[config.mk]
export PLATFORM = sky130hd
export DESIGN_NAME = regwr_port_arbiter_flat
export DESIGN_NICKNAME = d
export VERILOG_FILES = /design/src/rtl/regwr_port_arbiter_pkg.sv /design/src/rtl/regwr_port_arbiter_if.sv /design/src/rtl/regwr_port_arbiter_decoder.sv /design/src/rtl/regwr_port_arbiter.sv /design/src/flat_wrapper.sv
export SDC_FILE = /design/constraint.sdc
export NUM_CORES = 1
export LEC_CHECK = 0
export ABC_AREA = 1
export CAP_MARGIN = 10
export CORE_ASPECT_RATIO = 0.9
export CORE_MARGIN = 2
export CORE_UTILIZATION = 44
export CTS_CLUSTER_DIAMETER = 60
export DETAILED_ROUTE_END_ITERATION = 6
export MAX_ROUTING_LAYER = met4
export PLACE_DENSITY = 0.69
export SYNTH_ARGS = -nofsm -noshare
export SYNTH_HDL_FRONTEND = slang
export SYNTH_SLANG_ARGS = --single-unit
[constraint.sdc]
create_clock -name clk_i -period 2 [get_ports clk_i]
set_input_delay 0.5 -clock clk_i [delete_from_list [all_inputs] [get_ports clk_i]]
set_output_delay 0.5 -clock clk_i [all_outputs]
set_load 0.05 [all_outputs]
[src/rtl/regwr_port_arbiter_pkg.sv]
// Shared types and constants for the register-file write-port arbiter.
// Pure declarations, no logic and no latency.
// Requester numbering doubles as the fixed round-robin order.
package regwr_arb_pkg;

  localparam int NUM_REQ  = 4;

  // Requester slots on the shared write port
  localparam int REQ_ALU  = 0;
  localparam int REQ_LOAD = 1;
  localparam int REQ_LINK = 2;
  localparam int REQ_DBG  = 3;

  typedef logic [1:0] req_idx_t;

  typedef enum logic {
    IDLE  = 1'b0,
    GRANT = 1'b1
  } arb_state_t;

endpackage

[src/rtl/regwr_port_arbiter_if.sv]
// Handshake bundle between the writeback requesters and the write-port arbiter.
// Wires only, no latency.
// Requesters hold req_i high until served; the arbiter answers with a registered grant.
interface regwr_port_arbiter_if;
  import regwr_arb_pkg::*;

  logic [NUM_REQ-1:0] req_i;
  logic               done_i;
  logic [NUM_REQ-1:0] gnt_o;
  req_idx_t           gnt_idx_o;
  logic               gnt_valid_o;
  logic               preempt_o;

  // Requester side: drives requests and the owner's done flag
  modport master (
    output req_i,
    output done_i,
    input  gnt_o,
    input  gnt_idx_o,
    input  gnt_valid_o,
    input  preempt_o
  );

  // Arbiter side
  modport slave (
    input  req_i,
    input  done_i,
    output gnt_o,
    output gnt_idx_o,
    output gnt_valid_o,
    output preempt_o
  );

endinterface

[src/rtl/regwr_port_arbiter_decoder.sv]
// 2:4 enabled decoder turning the registered owner index into a one-hot write enable.
// Purely combinational, zero latency.
// No backpressure; output is all zero whenever en_i is low.
module Decoder_2x4
  import regwr_arb_pkg::*;
(
  input  logic     en_i,
  input  req_idx_t a_i,
  output logic [3:0] y_o
);

  // One-hot decode gated by enable
  always_comb begin
    y_o = 4'b0000;
    if (en_i) begin
      y_o[a_i] = 1'b1;
    end
  end

endmodule

[src/rtl/regwr_port_arbiter.sv]
// Round-robin owner of the single register-file write port, with a hold timeout.
// Grant appears 1 cycle after request; handover between owners is back-to-back.
// An owner keeps the port until done_i, request drop, or MAX_HOLD cycles elapse.
module regwr_port_arbiter #(
  parameter int NUM_REQ  = 4,   // only 4 is supported (2-bit index)
  parameter int MAX_HOLD = 4,   // 1..15
  parameter int CNT_W    = 4    // 2**CNT_W must exceed MAX_HOLD
) (
  input logic                 clk_i,
  input logic                 rst_ni,
  regwr_port_arbiter_if.slave bus
);
  import regwr_arb_pkg::*;

  localparam logic [CNT_W-1:0] HOLD_LAST = CNT_W'(MAX_HOLD - 1);

  // First set bit of mask scanning start, start+1, ... (mod 4); bit 2 flags "found"
  function automatic logic [2:0] pick(input req_idx_t start, input logic [NUM_REQ-1:0] mask);
    logic     found;
    req_idx_t idx;
    req_idx_t cand;
    found = 1'b0;
    idx   = start;
    for (int i = 0; i < 4; i++) begin
      cand = start + req_idx_t'(i);
      if (!found && mask[cand]) begin
        found = 1'b1;
        idx   = cand;
      end
    end
    return {found, idx};
  endfunction

  arb_state_t       state_q;
  req_idx_t         owner_q;
  req_idx_t         ptr_q;
  logic [CNT_W-1:0] hold_cnt_q;
  logic             gnt_valid_q;
  logic             preempt_q;

  logic               own_req_d;
  logic               at_limit_d;
  logic               rel_d;
  logic               timeout_d;
  logic [NUM_REQ-1:0] mask_rel_d;
  logic [2:0]         pick_idle_d;
  logic [2:0]         pick_next_d;

  // Release decision and next-owner candidates from the current inputs
  always_comb begin
    own_req_d  = bus.req_i[owner_q];
    at_limit_d = (hold_cnt_q == HOLD_LAST);
    rel_d      = bus.done_i | ~own_req_d | at_limit_d;
    // done wins over timeout, so a finishing owner is never flagged as preempted
    timeout_d  = at_limit_d & ~bus.done_i & own_req_d;
    // A timed-out owner still competes, but only after everyone else in the rotation
    mask_rel_d = bus.req_i;
    if (bus.done_i || !own_req_d) begin
      mask_rel_d[owner_q] = 1'b0;
    end
    pick_idle_d = pick(ptr_q, bus.req_i);
    pick_next_d = pick(owner_q + 2'd1, mask_rel_d);
  end

  // Grant FSM with registered grant, index, hold counter and preempt pulse
  always_ff @(posedge clk_i or negedge rst_ni) begin
    if (!rst_ni) begin
      state_q     <= IDLE;
      owner_q     <= 2'd0;
      ptr_q       <= 2'd0;
      hold_cnt_q  <= '0;
      gnt_valid_q <= 1'b0;
      preempt_q   <= 1'b0;
    end else begin
      case (state_q)
        IDLE: begin
          preempt_q <= 1'b0;
          if (pick_idle_d[2]) begin
            state_q     <= GRANT;
            owner_q     <= pick_idle_d[1:0];
            hold_cnt_q  <= '0;
            gnt_valid_q <= 1'b1;
          end
        end
        GRANT: begin
          if (!rel_d) begin
            hold_cnt_q <= hold_cnt_q + CNT_W'(1);
            preempt_q  <= 1'b0;
          end else begin
            ptr_q      <= owner_q + 2'd1;
            preempt_q  <= timeout_d;
            hold_cnt_q <= '0;
            if (pick_next_d[2]) begin
              owner_q <= pick_next_d[1:0];
            end else begin
              state_q     <= IDLE;
              gnt_valid_q <= 1'b0;
            end
          end
        end
        default: begin
          state_q     <= IDLE;
          gnt_valid_q <= 1'b0;
          preempt_q   <= 1'b0;
        end
      endcase
    end
  end

  assign bus.gnt_idx_o   = owner_q;
  assign bus.gnt_valid_o = gnt_valid_q;
  assign bus.preempt_o   = preempt_q;

  // Decode straight from flops so the write enables never glitch
  Decoder_2x4 u_dec (
    .en_i (gnt_valid_q),
    .a_i  (owner_q),
    .y_o  (bus.gnt_o)
  );

endmodule

[src/flat_wrapper.sv]
// flat-port wrapper written by rule: the top's interface ports become plain ports
module regwr_port_arbiter_flat import regwr_arb_pkg::*;
#(
  parameter int NUM_REQ  = 4,                                       
  parameter int MAX_HOLD = 4,           
  parameter int CNT_W    = 4                                    
)
  (clk_i, rst_ni, bus_req_i, bus_done_i, bus_gnt_o, bus_gnt_idx_o, bus_gnt_valid_o, bus_preempt_o);
  regwr_port_arbiter_if bus_i ();
  input logic clk_i;
  input logic rst_ni;
  input wire logic [$bits(bus_i.req_i)-1:0] bus_req_i;
  input wire logic [$bits(bus_i.done_i)-1:0] bus_done_i;
  output wire logic [$bits(bus_i.gnt_o)-1:0] bus_gnt_o;
  output wire logic [$bits(bus_i.gnt_idx_o)-1:0] bus_gnt_idx_o;
  output wire logic [$bits(bus_i.gnt_valid_o)-1:0] bus_gnt_valid_o;
  output wire logic [$bits(bus_i.preempt_o)-1:0] bus_preempt_o;
  assign bus_i.req_i = bus_req_i;
  assign bus_i.done_i = bus_done_i;
  assign bus_gnt_o = bus_i.gnt_o;
  assign bus_gnt_idx_o = bus_i.gnt_idx_o;
  assign bus_gnt_valid_o = bus_i.gnt_valid_o;
  assign bus_preempt_o = bus_i.preempt_o;
  regwr_port_arbiter #(.NUM_REQ(NUM_REQ), .MAX_HOLD(MAX_HOLD), .CNT_W(CNT_W)) u_core (.clk_i(clk_i), .rst_ni(rst_ni), .bus(bus_i));
endmodule
After elaboration in Yosys (flattened, before gate mapping)
Index checks and enable logic that the tools add are counted.

Register bits after elaboration: 11. Input port bits: 7. Output and inout port bits: 8. Word-level logic and storage cells: 109.

Add/subtract/negate cells: 8. Order comparisons: 10. Eq/ne operators: 5. Mux-type cells: 53. Bitwise operators: 9. Reduce and logical (&&, ||, !) cells: 18.

Operator list (number): 2-bit by 3-bit less-than comparator with 1-bit output, second input constant (9); 1-bit two-way mux (25); 1-bit binary-select mux with 2-bit select (9); 2-bit two-way mux (9); 4-bit two-way mux (4); 2-bit adder, second input constant (4); 4-bit one-hot mux with 2 select lines (1); 1-bit logical AND (7); 1-bit zero test (7); 2-bit by 1-bit adder with 2-bit output, second input constant (3); 2-bit inequality test, second input constant (3); 1-bit one-hot mux with 2 select lines (3); 3-bit AND reduction (2); 4-bit by 1-bit adder with 4-bit output, second input constant (1); 4-bit bitwise AND (1); 4-bit by 2-bit == test with 1-bit output, second input constant (1); 4-bit inverter (1); 2-bit one-hot mux with 2 select lines (1); 1-bit inverter (3); 1-bit bitwise AND (2); 1-bit demux with 2-bit select (1); 2-bit by 1-bit >= comparator with 1-bit output, second input constant (1); 2-bit by 1-bit inequality test with 1-bit output, second input constant (1); 1-bit OR (2); other kinds (2) (2).

Longest topological paths before layout
Gate-level depths: netlist of the first run.

Depth after elaboration: 22. Mapped depth: 17. Gate-level depth less buffers: 16.

Cells and area by module
Synthesis of the first run repeated with hierarchy kept, for this count alone.

Cells, all modules: 187. Area, all modules: 1169.9 um^2.

By module, submodules not included: regwr_port_arbiter (instances 1, cells an instance 179, area each 1139.8 um^2, seq. area each 275.3 um^2); Decoder_2x4 (instances 1, cells an instance 8, area each 30.0 um^2, seq. area each 0.0 um^2).

Least setup slack after synthesis of the first run
OpenSTA, ideal clock, no wires.

Kind: reg2reg. Start: register u_core.owner_q[0], in the netlist u_core.bus.gnt_idx_o[0]. End: register u_core.owner_q[0], in the netlist u_core.bus.gnt_idx_o[0]. Library setup time: 119 ps. Arrival: 2300 ps. Data required time: 1881 ps. Path slack: -419 ps. Stages on the path, launching flop included: 15. Buffers on the path: 1. Clock period less this slack: 2419 ps. Cells stage by stage: dfrtp_1 > buf_6 > inv_4 > ha_1 > xor2_1 > inv_2 > nand3_2 > nand2_2 > nand3_2 > inv_2 > nand2_2 > nand2_1 > nand2_1 > nand2_2 > o21a_1.

Cells in the longest elaborated chain, start to end: 22. Elaborated cells between the ends (all ways): 46. Classes of those cells: add/sub (4); order compare (2); eq/ne (2); mux (23); bitwise (5); reduce/logical (10).

RTL lines: start: declaration (line regwr_port_arbiter.sv:35) `req_idx_t owner_q;`; start signal: assignment (line regwr_port_arbiter.sv:80) `owner_q <= pick_idle_d[1:0];`; start signal: assignment (line regwr_port_arbiter.sv:94) `owner_q <= pick_next_d[1:0];`; 2-bit by 3-bit less-than comparator with 1-bit output (not written as such) or 2-bit by 1-bit >= comparator with 1-bit output (tied branches) (line regwr_port_arbiter.sv:59) `mask_rel_d[owner_q] = 1'b0;`; 1-bit logical AND (not written as such) (line regwr_port_arbiter.sv:59); 1-bit two-way mux (not written as such) (line regwr_port_arbiter.sv:59); 1-bit demux with 2-bit select; 4-bit inverter (no line); 4-bit bitwise AND (no line); 4-bit two-way mux (line regwr_port_arbiter.sv:58) `if (bus.done_i || !own_req_d) begin`; 1-bit binary-select mux with 2-bit select (line regwr_port_arbiter.sv:26) `if (!found && mask[cand]) begin`; (+6 left out); 1-bit logical AND (line regwr_port_arbiter.sv:26); 1-bit two-way mux (line regwr_port_arbiter.sv:26); 1-bit zero test (line regwr_port_arbiter.sv:26); 1-bit logical AND (line regwr_port_arbiter.sv:26); 2-bit two-way mux (line regwr_port_arbiter.sv:26); 2-bit two-way mux (line regwr_port_arbiter.sv:93) `if (pick_next_d[2]) begin`; 2-bit two-way mux (line regwr_port_arbiter.sv:86) `if (!rel_d) begin`; 2-bit one-hot mux with 2 select lines (line regwr_port_arbiter.sv:75) `case (state_q)`.

Several ways; a longest one is shown, not always the timed one. The select of a mux whose other input is x is not followed. A chain may end at the register's enable or synchronous reset.

Worst setup path in the final report of the first run
Ends and elaborated chain as after synthesis.

==> results of run 1 <==
cell usage after synthesis:
cell type   n
nand2_1    46
inv_1      23
nand3_1    12
dfrtp_1    11
nand2_2     8
a21oi_1     7
nor2_1      7
o21ai_0     7
o21ai_1     7
ha_1        5
nand3_2     5
inv_2       3
buf_6       2
nand4_1     2
o21ai_2     2
o22ai_1     2
xnor2_1     2
xor2_1      2
a31oi_1     1
a32o_1      1
clkinv_1    1
inv_4       1
nand3b_1    1
nor2_2      1
nor2_4      1
nor3_1      1
o21a_1      1
o21a_2      1
metrics by stage:
stage | utilization | setup TNS (ps) | setup slack (ps) | std cells
6_report | 0.705 | 0 | 99.5 | 226
2_1_floorplan | - | -75.9 | -75.9 | 163
3_5_place_dp | 0.629 | -2260 | -376 | 216
3_3_place_gp | 0.629 | -2060 | -343 | 216
4_1_cts | 0.647 | 0 | 49.7 | 221
5_1_grt | 0.705 | -19.9 | -19.9 | 226
how the worst min path moves through the flow:
stage	slack, ps	startpoint	cells after the start	end
after detailed placement	500	u_core.hold_cnt_q[0]	1	u_core.hold_cnt_q[0]
after global placement	490	u_core.hold_cnt_q[0]	1	u_core.hold_cnt_q[0]
after CTS	510	u_core.hold_cnt_q[0]	1	u_core.hold_cnt_q[0]
after floorplan	200	rst_ni	0	u_core.bus.gnt_idx_o[0]
after global routing	570	u_core.hold_cnt_q[0]	1	u_core.hold_cnt_q[0]
final	510	u_core.hold_cnt_q[0]	1	u_core.hold_cnt_q[0]
registers in the layout, summed over array words and instances, names as in the netlist:
signal and flops:
u_core.hold_cnt_q 4, u_core.bus.preempt_o 1, u_core.bus.gnt_valid_o 1, u_core.state_q 1, u_core.ptr_q 2, u_core.bus.gnt_idx_o 2
metal layers:
layer / up-vias / wire length [µm] / track usage
met1: 536 / 1210 / 0.247
met2: 28 / 1390 / 0.339
li1: 596 / - / -
met5: - / 0 / -
met3: 4 / 122 / 0.0481
met4: 0 / 22 / 0.0238
cell families (layout without fill, tap and decap cells):
logic type               after synthesis  in the layout  synth area share
AO/OA/AOI/OAI                         29             29             0.156
AND/OR/NAND/NOR                       84             84             0.375
adder cells (fa/ha/maj)                5              5            0.0583
buffers and inverters                 30             66             0.121
flip-flops                            11             11             0.257
XOR/XNOR                               4              4            0.0327
worst max-delay path, cell delays in order, from the launching register on:
cell and delay [ps]:
dfrtp_2 430, inv_6 60, ha_4 320, xor2_4 200
nand3_2 110, nand2_2 110, nand3_4 90, inv_2 80
nand2_2 50, nand2_2 70, nand2_1 60, nand2_2 70
nand2_1 50, o21a_1 90
area by class of cell:
type	instances	area share
Timing Repair Buffer	34	0.217
Tap cell	27	0.0214
Clock buffer	4	0.0166
Sequential cell	11	0.176
Multi-Input combinational cell	122	0.499
Inverter	28	0.0696
timing repair:
| action | CTS | global route |
|---|---|---|
| endpoints found under the setup margin | 3 | 4 |
| pin swaps | 2 | 7 |
| gates resized for setup | 8 | 25 |
| setup buffers | 1 | 5 |
| hold buffers | 0 | 0 |
==> run metrics, run 1 <==
status finished clean; maximum root-to-sink buffer count 2; Worst Skew ~2.2 ps; I/O pins 15; count of final setup violators 0; Synth area leaders dfrtp_1, nand2_1, inv_1; die width about 56 µm; crit path time final between 1500 and 2000 ps; Area Overhead vs Synth 47.5%; CP max FO 6; largest net degree at the start of global routing 12; FF/Latch Area 279 µm²; row count 16; n_diodes 0; initial DRC count 13; Die H 50.8 µm; Crit Reg-Reg Endpoint u_core.bus.gnt_idx_o[0]; register area share after synthesis 0.257; CTS tree built; Initial Util 0.478; Post-route DRC 0; RR Startpoint u_core.bus.gnt_idx_o[0]; Hold Vio Cnt, Final 0; distinct cell type count after synthesis 28; cell count after synthesis around 160; drt total wl between 2 and 3 mm; commonest non-fill, non-tap cell in the layout nand2_1; fin nets between 200 and 250; Synth area leader dfrtp_1; DP Area 1410 µm²; CP startpoint u_core.bus.gnt_idx_o[0]; port buffer count 14; via-per-instance ratio between 5 and 6; global-route total usage across every layer 0.198; first-pass GRT wire length about 4.4 mm; Final Cell Area around 1600 µm²; Final ANT Viol Nets 0; # fillers about 190; flop-to-flop setup slack about 99 ps; CP Launch Type flop; per-cell routed wire length between 10 and 15 µm; ratio of cells with drive above 1 in the final layout 0.377; Synth top area share 0.257; slew margin rel. 0.669; MaxCap Viol Count 0; clk_lat worst skew between 200 and 300 ps; Worst Max-Slew Pin Slew between 400 and 500 ps; Yosys warnings 0; worst endpoint required time roughly 2200 ps; antenna violations before repair 0; clk sinks 11; max-slew violations 0; Hold WS just over 500 ps; post-synthesis net count ~180; clock slew at reported path FFs 70 ps; crit share post-route 0.950; area of the multi-input gates ~790 µm²; vias in the first global route roughly 1000; CP endpoint u_core.bus.gnt_idx_o[0]; FF-to-FF path depth 13; Peak Freq between 0.5 and 0.6 GHz; CTS buffer count 3; gr ovfl total 0; kind of critical path flop to flop; critical path capture point type flop; H-tree depth 1; Initial DRT Pass Iterations 4; Avg Cell Area, Syn 6.58 µm²; Hold WC Path Type flop to flop; Vias 1164; Mapped Area about 1100 µm²; GP Congestion 0.813; dpl hpwl around 2.1 mm; core area 2240 µm²; Yosys reg bits 11; root buffer cell clkbuf_4; Die ar. about 2800 µm²; WP data arrival slightly above 2000 ps; most frequent cells in the layout nand2_1, buf_4, inv_1, nand2_2, nand3_1
Power of run 1 is left out: the tool's default activity adds up to more than one toggle a clock period on the data nets, which glitch-free logic cannot reach.
==> inputs of run 2 (changes only) <==
--- a/config.mk
+++ b/config.mk
@@ -5,7 +5,6 @@
 export SDC_FILE = /design/constraint.sdc
 export NUM_CORES = 1
 export LEC_CHECK = 0
-export ABC_AREA = 1
 export CAP_MARGIN = 10
 export CORE_ASPECT_RATIO = 0.9
 export CORE_MARGIN = 2
@@ -13,7 +12,7 @@
 export CTS_CLUSTER_DIAMETER = 60
 export DETAILED_ROUTE_END_ITERATION = 6
 export MAX_ROUTING_LAYER = met4
-export PLACE_DENSITY = 0.69
+export PLACE_DENSITY = 0.7
 export SYNTH_ARGS = -nofsm -noshare
 export SYNTH_HDL_FRONTEND = slang
 export SYNTH_SLANG_ARGS = --single-unit
==> run 2 against run 1 <==
The run now ends with negative setup slack left. Critical path depth shrank 5. Synthesized cell count shrank 31%. Non-clock buffer count grew 5. Clock skew grew 5.3 ps. Critical endpoint is now u_core.bus.gnt_idx_o[1]. Largest cell class unchanged. First-iteration DRC count grew to 2.7 times the previous value.
==> run metrics, run 2 <==
status finished, violations left; failing checks negative setup slack; commonest non-fill, non-tap cell in the layout buf_4; GP Congestion 0.857 (+5.3%); Initial DRT Pass Iterations 4 (unchanged); post-synthesis net count 124 (-29%); Post-route DRC 0 (unchanged); most frequent cells in the layout buf_4, o21ai_0, dfrtp_1, nand2_1, nor2_1; Synth area leaders dfrtp_1, mux4_2, ha_1; register area share after synthesis 0.273 (+0.0162); H-tree depth 1 (unchanged); CTS tree built; CTS buffer count 3 (unchanged); Final Cell Area 1430 µm² (-9.5%); Area Overhead vs Synth 41.9%; WP data arrival 2380 ps (+320 ps); row count 16 (unchanged); initial DRC count 35 (+22); Synth area leader dfrtp_1; gr ovfl total 0 (unchanged); via-per-instance ratio 5.79 (+12%); Leakage between 0.0006 and 0.0007 µW; Mapped Area 1010 µm² (-6.0%); compound-gate portion of the synthesized area 0.249 (+0.0930); Final Worst Setup Slack -224 ps (-324 ps); Initial Util 0.462 (-0.0161); drt total wl 2.78 mm (+1.6%); Worst Skew 7.50 ps (+5.30 ps); Vias 1019 (-12%); Worst Max-Slew Pin Slew 486 ps (-9.14 ps); max-slew violations 0 (unchanged); port buffer count 14 (unchanged); ratio of cells with drive above 1 in the final layout 0.376 (-0.00105); kind of critical path flop to flop; maximum root-to-sink buffer count 2 (unchanged); distinct cell type count after synthesis 46 (+64%); fraction of registers with async set or reset after synthesis 1.00 (unchanged); dpl hpwl 2.01 mm (-2.7%); Hold WS 508 ps (-1.05 ps); clk sinks 11 (unchanged); CP max FO 4 (-2); cell count after synthesis 112 (-31%); Final ANT Viol Nets 0 (unchanged); Synth top area share 0.273 (+0.0162); dominant register cell in the synthesized netlist dfrtp_1; I/O pins 15 (unchanged); Hold Vio Cnt, Final 0 (unchanged); Largest register FFs 4 (unchanged); largest family of logic cells by synthesized area compound AO/OA/AOI/OAI gates; crit path time final 2220 ps (+324 ps); n_diodes 0 (unchanged); Pwr Total 2510 µW; vias in the first global route 974 (-4.8%); most common library cells after synthesis dfrtp_1, o21ai_0, nand2_1; number of flops mapped to enable cells by yosys 0 (unchanged); slew margin rel. 0.675 (+0.00611); DP Area 1330 µm² (-5.5%); Peak Freq 0.450 GHz (-15%); root buffer cell clkbuf_4; clock slew at reported path FFs 70 ps (about the same); critical path capture point type flop; multiplexer share of the synthesized area 0.102 (+0.102); Die H 49.4 µm (-2.8%); RSZ-0062 raised after global routing true; die width 54.5 µm (-2.8%); count leader, synth dfrtp_1; MaxCap Viol Count 0 (unchanged); antenna violations before repair 0 (unchanged); cts-stage hold buffer count 0 (unchanged); Die ar. 2690 µm² (-5.5%); Post-Synth Adder-Cell Area 0.0620 (+0.00369); per-cell routed wire length 15.8 µm (+30%); Synth Area in Simple Gates 0.242 (-0.133); fin nets 162 (-24%); Yosys warnings 0 (unchanged); global-route total usage across every layer 0.232 (+0.0344); xor and xnor area share after synthesis 0 (-0.0327); clk_lat worst skew 280 ps (about the same); Yosys reg bits 11 (unchanged); Avg Cell Area, Syn 9.00 µm² (+37%); count of final setup violators 4 (+4); Hold WC Path Type flop to flop; first-pass GRT wire length 4.46 mm (+1.7%); pre-CTS setup slack -581 ps (-205 ps); worst endpoint required time 2160 ps (about the same); pwr/cell area between 1500 and 2000 nW/µm²; CP Launch Type flop; crit share post-route 1.11 (+0.162); largest net degree at the start of global routing 14 (+2); core area 2180 µm² (-2.7%); largest register by flop count u_core.hold_cnt_q; Max VDD drop 1.27 mV
==> run 2: cell count changes in the layout (fill, tap and decap cells not counted), moves of 6 or more <==
| cell | previous run | this run |
|---|---|---|
| nand3_1 | 11 | 2 |
| o21ai_1 | 8 | 0 |
| inv_1 | 20 | 4 |
| nand2_2 | 15 | 0 |
| buf_4 | 21 | 29 |
| nand2_1 | 39 | 8 |
| inv_2 | 6 | 0 |
==> run 2: layout make-up <==
class | count | area, µm²
Clock buffer | 4 | 26.3
Multi-Input combinational cell | 90 | 727
Tap cell | 27 | 33.8
Sequential cell | 11 | 280
Fill cell | 168 | 751
Inverter | 5 | 21.3
Timing Repair Buffer | 39 | 343
==> run 2: logic make-up (layout without fill, tap and decap cells) <==
group	after synthesis	in the layout
buf+inv	11	48
compound gates	36	36
flops	11	11
simple gates	43	43
fa+ha+maj	5	5
mux	6	6
==> run 2: path summary, 6_finish.rpt <==
kind / from / to / cells after the start / slack [ps]
setup / recovery: u_core.bus.gnt_idx_o[0] / u_core.bus.gnt_idx_o[1] / 8 / -220
hold / removal: u_core.hold_cnt_q[3] / u_core.bus.preempt_o / 1 / 510
setup reg to reg: u_core.bus.gnt_idx_o[0] / u_core.bus.gnt_idx_o[1] / 8 / -220
hold reg to reg: u_core.hold_cnt_q[3] / u_core.bus.preempt_o / 1 / 510
max in group asynchronous: rst_ni / u_core.bus.gnt_idx_o[0] / 1 / 1080
min in group asynchronous: rst_ni / u_core.bus.gnt_valid_o / 1 / 550
==> run 2: metal layers <==
layer	share of wire	routed length (µm)	track usage	vias to the layer above
met4	0.0036	10	0.0458	0
met3	0.061	170	0.0644	2
met1	0.44	1230	0.320	479
met2	0.49	1370	0.341	46
met5	0	0	-	-
li1	-	-	-	492
==> run 2: metrics by stage <==
step / util / setup TNS (ps) / instances
after CTS: 0.641 / -314 / 174
after global placement: 0.611 / -2480 / 169
final: 0.656 / -374 / 176
after global routing: 0.656 / -718 / 176
after detailed placement: 0.611 / -3060 / 169
after floorplan: - / -1180 / 112
==> run 2: power by group <==
group | internal (µW) | leakage, µW | switching, µW | total [µW]
clock | 77.4 | 0.0000150 | 79.4 | 157
combinational | 914 | 0.000473 | 1020 | 1940
sequential | 314 | 0.000135 | 100 | 414
total | 1310 | 0.000623 | 1200 | 2510
==> run 2: worst max-delay path, cell delays in order, from the launching register on <==
cell,delay (ps)
dfrtp_4,500
buf_4,150
ha_2,200
and3b_1,190
a211oi_2,210
a31oi_2,120
a2111oi_4,340
o32ai_1,130
mux2_4,270
==> run 2: timing repair <==
item	in CTS	in global routing
hold endpoints to repair	0	0
buffers inserted	3	2
gates resized for setup	14	2
pin swaps	7	4
setup endpoints to repair	6	5
Note: power is estimated with default switching activity, not from simulation.
==> inputs of run 3 (changes only) <==
--- a/config.mk
+++ b/config.mk
@@ -13,6 +13,7 @@
 export DETAILED_ROUTE_END_ITERATION = 6
 export MAX_ROUTING_LAYER = met4
 export PLACE_DENSITY = 0.7
+export REMOVE_ABC_BUFFERS = 1
 export SYNTH_ARGS = -nofsm -noshare
 export SYNTH_HDL_FRONTEND = slang
 export SYNTH_SLANG_ARGS = --single-unit
==> run 3 against run 2 <==
The flow still finishes with violations (negative setup slack). Sequential cell count unchanged. Clock skew fell by 6.6 ps. Count of clock-buffer cells in the layout is the same. Worst setup slack improved by 44 ps. Cell count grew 0.57%. Critical path type unchanged. Largest cell class unchanged.
==> run metrics, run 3 (same netlist as run 2, synthesis figures left out) <==
Die H 49.4 µm (unchanged); kind of critical path flop to flop; # fillers 182 (+8.3%); CTS buffer count 3 (unchanged); Leakage 0.000647 µW (+3.8%); global-route total usage across every layer 0.229 (-0.00311); clk sinks 11 (unchanged); flop-to-flop setup slack -180 ps (+40 ps); Final ANT Viol Nets 0 (unchanged); WP data arrival 2330 ps (-50 ps); die width 54.5 µm (unchanged); Vias 983 (-3.5%); Hold WS 510 ps (+1.40 ps); Largest stage delay, worst path 560 ps (+60 ps); Slowest cell on crit path mux4_2; max-slew violations 0 (unchanged); row count 16 (unchanged); clock slew at reported path FFs 70 ps (about the same); Psw 1160 µW (-3.5%); Post-route DRC 0 (unchanged); worst hold endpoint u_core.bus.preempt_o; hold path depth 1 (unchanged); Largest register FFs 4 (unchanged); pre-CTS setup slack -593 ps (-11.4 ps); FF-to-FF path depth 7 (-1); Area Overhead vs Synth 43.3%; H-tree depth 1 (unchanged); Clock power frac 0.058 (-0.005); largest net degree at the start of global routing 12 (-2); Sw Share 0.461 (-0.0184); CP max FO 3 (-1); crit share post-route 1.09 (-0.0221); port buffer count 14 (unchanged); status finished, violations left; Initial DRT Pass Iterations 4 (unchanged); sequential power share 0.159 (-0.006); GP Congestion 0.850 (-0.76%); Worst Max-Slew Pin Slew 497 ps (+10.4 ps); failing checks negative setup slack; gr ovfl total 0 (unchanged); first-pass GRT wire length 4.39 mm (-1.7%); RSZ-0062 raised after global routing true; delay-heaviest family, CP multiplexers; critical path, cell by cell inv_2 -> ha_4 -> mux4_2 -> nor2_4 -> a31oi_1 -> or2_1 -> mux2_4; I/O pins 15 (unchanged); ratio of cells with drive above 1 in the final layout 0.380 (+0.00416); Max VDD drop 1.29 mV (+1.1%); count of final setup violators 2 (-2); Layout Utilization 0.662 (+0.00631); Final Worst Setup Slack -180 ps (+44.1 ps); CP Launch Type flop; dpl hpwl 2.05 mm (+1.8%); slew margin rel. 0.668 (-0.00696); placed cells 170 (+0.59%); commonest non-fill, non-tap cell in the layout buf_4; Finished Layout Cells 177 (+0.57%); Initial Util 0.462 (unchanged); RR Startpoint u_core.bus.gnt_idx_o[1]; Combinational Power Share 0.783 (+0.011); Crit Reg-Reg Endpoint u_core.bus.gnt_idx_o[1]; via-per-instance ratio 5.55 (-4.1%); critical path capture point type flop; Hold WC Path Type flop to flop; core area 2180 µm² (unchanged); vias in the first global route 938 (-3.7%); min-delay src u_core.hold_cnt_q[3]; antenna violations before repair 0 (unchanged); maximum root-to-sink buffer count 2 (unchanged); root buffer cell clkbuf_4; Die ar. 2690 µm² (unchanged); drt total wl 2.62 mm (-5.8%); initial DRC count 19 (-46%); largest register by flop count u_core.hold_cnt_q; worst endpoint required time 2150 ps (about the same); Worst Skew 0.866 ps (-6.63 ps); most frequent cells in the layout buf_4, dfrtp_1, nand2_1, o21ai_0, nor2_1; fin nets 163 (+0.62%); Pwr Total 2510 µW (+0.30%); clk_lat worst skew 260 ps (-20 ps); per-cell routed wire length 14.8 µm (-6.4%); worst path buffer plus inverter count 1 (unchanged); pwr/cell area 1740 nW/µm² (-0.65%); Peak Freq 0.459 GHz (+2.0%); n_diodes 0 (unchanged); MaxCap Viol Count 0 (unchanged); CTS tree built; internal power 1360 µW (+3.8%); Hold Vio Cnt, Final 0 (unchanged); crit path time final 2180 ps (-44.1 ps)
[run 3: cell count changes in the layout (fill, tap and decap cells not counted), sizes merged]
cell           previous run  this run
buf                      32        33
clkdlybuf4s50             3         2
dlymetal6s2s              0         1
[run 3: power groups by stage]
stage | Combinational [µW] | Sequential, µW | Clock, µW
6_report | 1970 | 400 | 146
5_1_grt | 2110 | 417 | 167
4_1_cts | 1870 | 401 | 153
3_5_place_dp | 1700 | 398 | 0
3_3_place_gp | 1660 | 394 | 0
2_1_floorplan | 906 | 533 | 0
[run 3: worst max path at each step]
stage / depth (start not counted) / slack (ps) / startpoint / end
floorplan: 7 / -980 / u_core.bus.gnt_idx_o[0] / u_core.bus.gnt_idx_o[1]
global placement: 6 / -510 / bus_req_i[1] / u_core.bus.gnt_idx_o[1]
detailed placement: 8 / -590 / bus_req_i[1] / u_core.bus.gnt_idx_o[1]
CTS: 7 / -160 / u_core.bus.gnt_idx_o[1] / u_core.bus.gnt_idx_o[0]
global route: 10 / -230 / u_core.bus.gnt_idx_o[1] / u_core.bus.gnt_idx_o[1]
finish: 7 / -180 / u_core.bus.gnt_idx_o[1] / u_core.bus.gnt_idx_o[1]
[run 3: worst reg2reg max path, stage by stage (launching register included)]
cell	delay, ps
dfrtp_1	370
inv_2	60
ha_4	270
mux4_2	560
nor2_4	130
a31oi_1	110
or2_1	260
mux2_4	300
[run 3: final cells by class]
| cell class | instances | area (µm²) | share of cell area |
|---|---|---|---|
| clock buffer | 4 | 26.3 | 0.0182 |
| multi-input combinational | 90 | 719 | 0.498 |
| timing repair buffer | 40 | 372 | 0.257 |
| tap | 27 | 33.8 | 0.0234 |
| inverter | 5 | 18.8 | 0.0130 |
| sequential | 11 | 275 | 0.190 |
[run 3: per-stage QoR]
| step | area [µm²] | TNS, ps |
|---|---|---|
| after floorplan | 955 | -3590 |
| after global placement | 1320 | -2520 |
| after detailed placement | 1320 | -3300 |
| after CTS | 1410 | -308 |
| after global routing | 1450 | -569 |
| final | 1450 | -310 |
[run 3: metal layers]
metal / global-route usage / vias to the layer above / part of all wire
met5: - / - / 0
met4: 0.0417 / 0 / 0.0092
met3: 0.0644 / 2 / 0.029
met2: 0.337 / 16 / 0.50
met1: 0.315 / 472 / 0.46
li1: - / 493 / -
[run 3: what timing repair did]
action,CTS,global route
setup endpoints to repair,6,7
setup buffers,2,1
hold buffers,0,0
gates resized for setup,16,9
pin swaps,4,7
hold endpoints to repair,0,0
